--- src/rtl/l1a_rd_align.sv ---
// ----------------------------------------------------------------------------
// l1a_rd_align : RD_LAT-deep {valid, addr} delay line aligning reads to ram_q
// Revision     : 1.0
// ----------------------------------------------------------------------------
`default_nettype none
`timescale 1ns/1ps

module l1a_rd_align #(
  parameter int ADDR_W = 6,
  parameter int RD_LAT = 2
) (
  input  logic              clk,
  input  logic              reset_n,
  input  logic              flush,
  input  logic              in_valid,
  input  logic [ADDR_W-1:0] in_addr,
  output logic              out_valid,
  output logic [ADDR_W-1:0] out_addr
);

  logic [RD_LAT-1:0]             valid_q, valid_d;
  logic [RD_LAT-1:0][ADDR_W-1:0] addr_q, addr_d;

  always_comb begin
    valid_d[0] = in_valid & ~flush;
    addr_d[0]  = in_addr;
    for (int i = 1; i < RD_LAT; i++) begin
      valid_d[i] = valid_q[i-1] & ~flush;
      addr_d[i]  = addr_q[i-1];
    end
  end

  always_ff @(posedge clk or negedge reset_n) begin
    if (!reset_n) begin
      valid_q <= '0;
      addr_q  <= '0;
    end else begin
      valid_q <= valid_d;
      addr_q  <= addr_d;
    end
  end

  assign out_valid = valid_q[RD_LAT-1];
  assign out_addr  = addr_q[RD_LAT-1];

endmodule

`default_nettype wire

--- config.mk ---
export PLATFORM = sky130hd
export DESIGN_NAME = l1a_rd_align
export DESIGN_NICKNAME = d
export VERILOG_FILES = /design/src/rtl/l1a_rd_align.sv
export SDC_FILE = /design/constraint.sdc
export NUM_CORES = 1
export LEC_CHECK = 0
export ABC_AREA = 1
export CORE_AREA = 8 8 45 47
export DETAILED_ROUTE_END_ITERATION = 10
export DIE_AREA = 0 0 53 55
export SETUP_SLACK_MARGIN = 0.15
export SKIP_CTS_REPAIR_TIMING = 1
export SLEW_MARGIN = 0
export SYNTH_ARGS = -nofsm -noshare
export SYNTH_HDL_FRONTEND = slang
export SYNTH_SLANG_ARGS = --single-unit
--- constraint.sdc ---
create_clock -name clk -period 0.8 [get_ports clk]
set_input_delay 0.16 -clock clk [delete_from_list [all_inputs] [get_ports clk]]
set_output_delay 0.16 -clock clk [all_outputs]
set_load 0.005 [all_outputs]
==> summary.md <==
| Metric | Value |
|---|---|
| Area Overhead vs Synth | `55.14%` |
| Num rows | `14` |
| Worst path slowest cell | `dfrtp_1` |
| CP max stage delay | `about 0.36 ns` |
| Die ar. | `between 2000 and 3000 um^2` |
| Post-layout util | `about two fifths` |
| Worst Path Required | `0.64 ns` |
| Number of iterations in the first detailed-routing pass | `2` |
| All-Layer GR Usage | `under 10%` |
| Initial Util | `26.40%` |
| H-tree Lvls | `1` |
| Final min period | `0.8918 ns` |
| FF+latch count, synth | `14` |
| Core area | `1384 um^2` |
| Number of remaining DRC errors | `0` |
| PwrDens | `between 2000 and 2500 nW/um^2` |
| Placed instance area | `~570 um^2` |
| Setup TNS | `-0.6310 ns` |
| Total CTS buffers | `3` |
| Die Width | `53 um` |
| DRT iter0 DRCs | `1` |
| Worst path bufs/invs | `1` |
| Drt total wl | `599 um` |
| Min Hold Slack | `about 0.23 ns` |
| Highest Clock Rate | `between 1 and 1.5 GHz` |
| Hold Violations, Final | `0` |
| Fin. max-slew vios | `0` |
| FF-to-FF path depth | `2` |
| Routed vias | `203` |
| Remaining Overflow, GRT | `0` |
| Most common cell after layout, fill and taps aside | `dfrtp_1` |
| Failing checks | `setup timing` |
| RSZ-0062 raised after global routing | `true` |
| Wire per inst | `10.89 um` |
| Pleak | `around 0.00027 uW` |
| Maximum VDD drop | `between 0.001 and 0.0015 V` |
| Port Buf Inserts | `16` |
| Synth Instances | `18` |
| Max Buffers Root-to-Sink | `2` |
| WP data arrival | `0.73 ns` |
| Syn Nets | `28` |
| Mean Syn Cell Area | `between 20 and 25 um^2` |
| Max-cap violation count | `0` |
| Status | `finished with violations` |
| Netlist cell types | `3` |
| Tot Pwr | `between 1000 and 1500 uW` |
| Pin count of the biggest net entering global routing | `15` |
| Hold Path Class | `input port to async pin` |
| Worst setup path category | `register to output port` |
| Startpoint Class | `register` |
| Vias in the first global route | `between 200 and 300` |
| Clk_skew | `0.0004422 ns` |
| Relative slew slack | `between 90% and 100%` |
| TritonCTS clock tree | `yes` |
| Crit. End Element | `output port` |
| Root Buffer | `clkbuf_4` |
| Post-synthesis cell area | `365.4 um^2` |
| Synth warnings | `0` |
| Ratio of cells with drive above 1 in the final layout | `a little over 30%` |
| RePlAce Congestion | `0.6203` |
| Final period util | `111.5%` |
| Crit-path cells | `clkbuf_2` |
| CP top delay family | `flip-flops` |
| Setup slack after layout | `-0.09180 ns` |
| Most frequent cells in the layout | `14 x dfrtp_1, 9 x clkdlybuf4s50_1, 7 x clkbuf_2` |
| Register area share after synthesis | `95.89%` |
| Clock-pin slew of the registers on the worst-case setup and hold paths | `around 0.070 ns` |
| Die span in y | `55 um` |
| Inserted Diodes | `0` |
| Slew @ Worst Pin | `about 0.12 ns` |
| # nets final | `50` |
| Setup slack, reg-to-reg | `0.22 ns` |
| Critical R2R Launch | `valid_q[0]$_DFF_PN0_` |
| Final Cell Area | `about 570 um^2` |
| R2R Path End | `valid_q[1]$_DFF_PN0_` |
| First-pass GRT wire length | `slightly above 1000 um` |
| Ports | `17` |
| Drt via density | `roughly 3.7` |
| Clock Latency Late Sink | `between 0.2 and 0.3 ns` |
| Worst Path Max Fanout | `1` |
| # clock sinks | `14` |
| DRT antenna net count | `0` |
| # setup viols final | `7` |
| Initial antenna violation count | `0` |
cells by family (layout without fill, tap and decap cells):
logic type,after synthesis,count (layout),synth area share [%]
DFF,14,14,95.89
and+or+nand+nor,2,2,2.056
buffers and inverters,2,23,2.056
synthesized netlist by cell type:
library cell,count,area [um^2]
inv_1,2,7.510
nor2_1,2,7.510
dfrtp_1,14,350.3
state kept, by name, summed over array words and instances (netlist names):
register  cells
addr_d        6
out_addr      6
valid_q       2
where the power goes:
group | leakage [uW] | internal (uW) | switching (uW)
combinational | 0.0000862 | 60.6 | 31.7
clock | 0.0000210 | 276 | 188
sequential | 0.000166 | 742 | 8.39
routing by layer:
metal / vias to the layer above / global-route usage, % / share of wire [%]
met4: 0 / 2.586 / 1.0
met5: - / 0 / 0
met2: 17 / 7.227 / 36
li1: 94 / - / -
met3: 2 / 4.011 / 22
met1: 90 / 4.717 / 41
metrics by stage:
stage,setup WS (ns),std cells
3_3_place_gp,-0.1694,51
5_1_grt,-0.1468,55
2_1_floorplan,0.2830,18
3_5_place_dp,-0.1658,51
4_1_cts,-0.4726,55
6_report,-0.09180,55
worst max-delay path by stage:
| stage | cells past startpoint | slack, ns | endpoint | startpoint |
|---|---|---|---|---|
| after floorplan | 2 | 0.28 | valid_q[1]$_DFF_PN0_ | valid_q[0]$_DFF_PN0_ |
| final | 1 | -0.09 | out_valid | valid_q[1]$_DFF_PN0_ |
| after CTS | 1 | -0.47 | out_valid | valid_q[1]$_DFF_PN0_ |
| after global routing | 1 | -0.15 | out_addr[0] | out_addr[0]$_DFF_PN0_ |
| after global placement | 1 | -0.17 | out_valid | valid_q[1]$_DFF_PN0_ |
| after detailed placement | 1 | -0.17 | out_valid | valid_q[1]$_DFF_PN0_ |
area by class of cell:
type	instances	area (um^2)
fillers	128	817.0
repair buffers	17	145.1
clock buffers	4	36.28
inverters	2	7.507
flip-flops and latches	14	350.3
well taps	16	20.02
multi-input cells	2	7.507
Power figures use the tool's default switching activity.
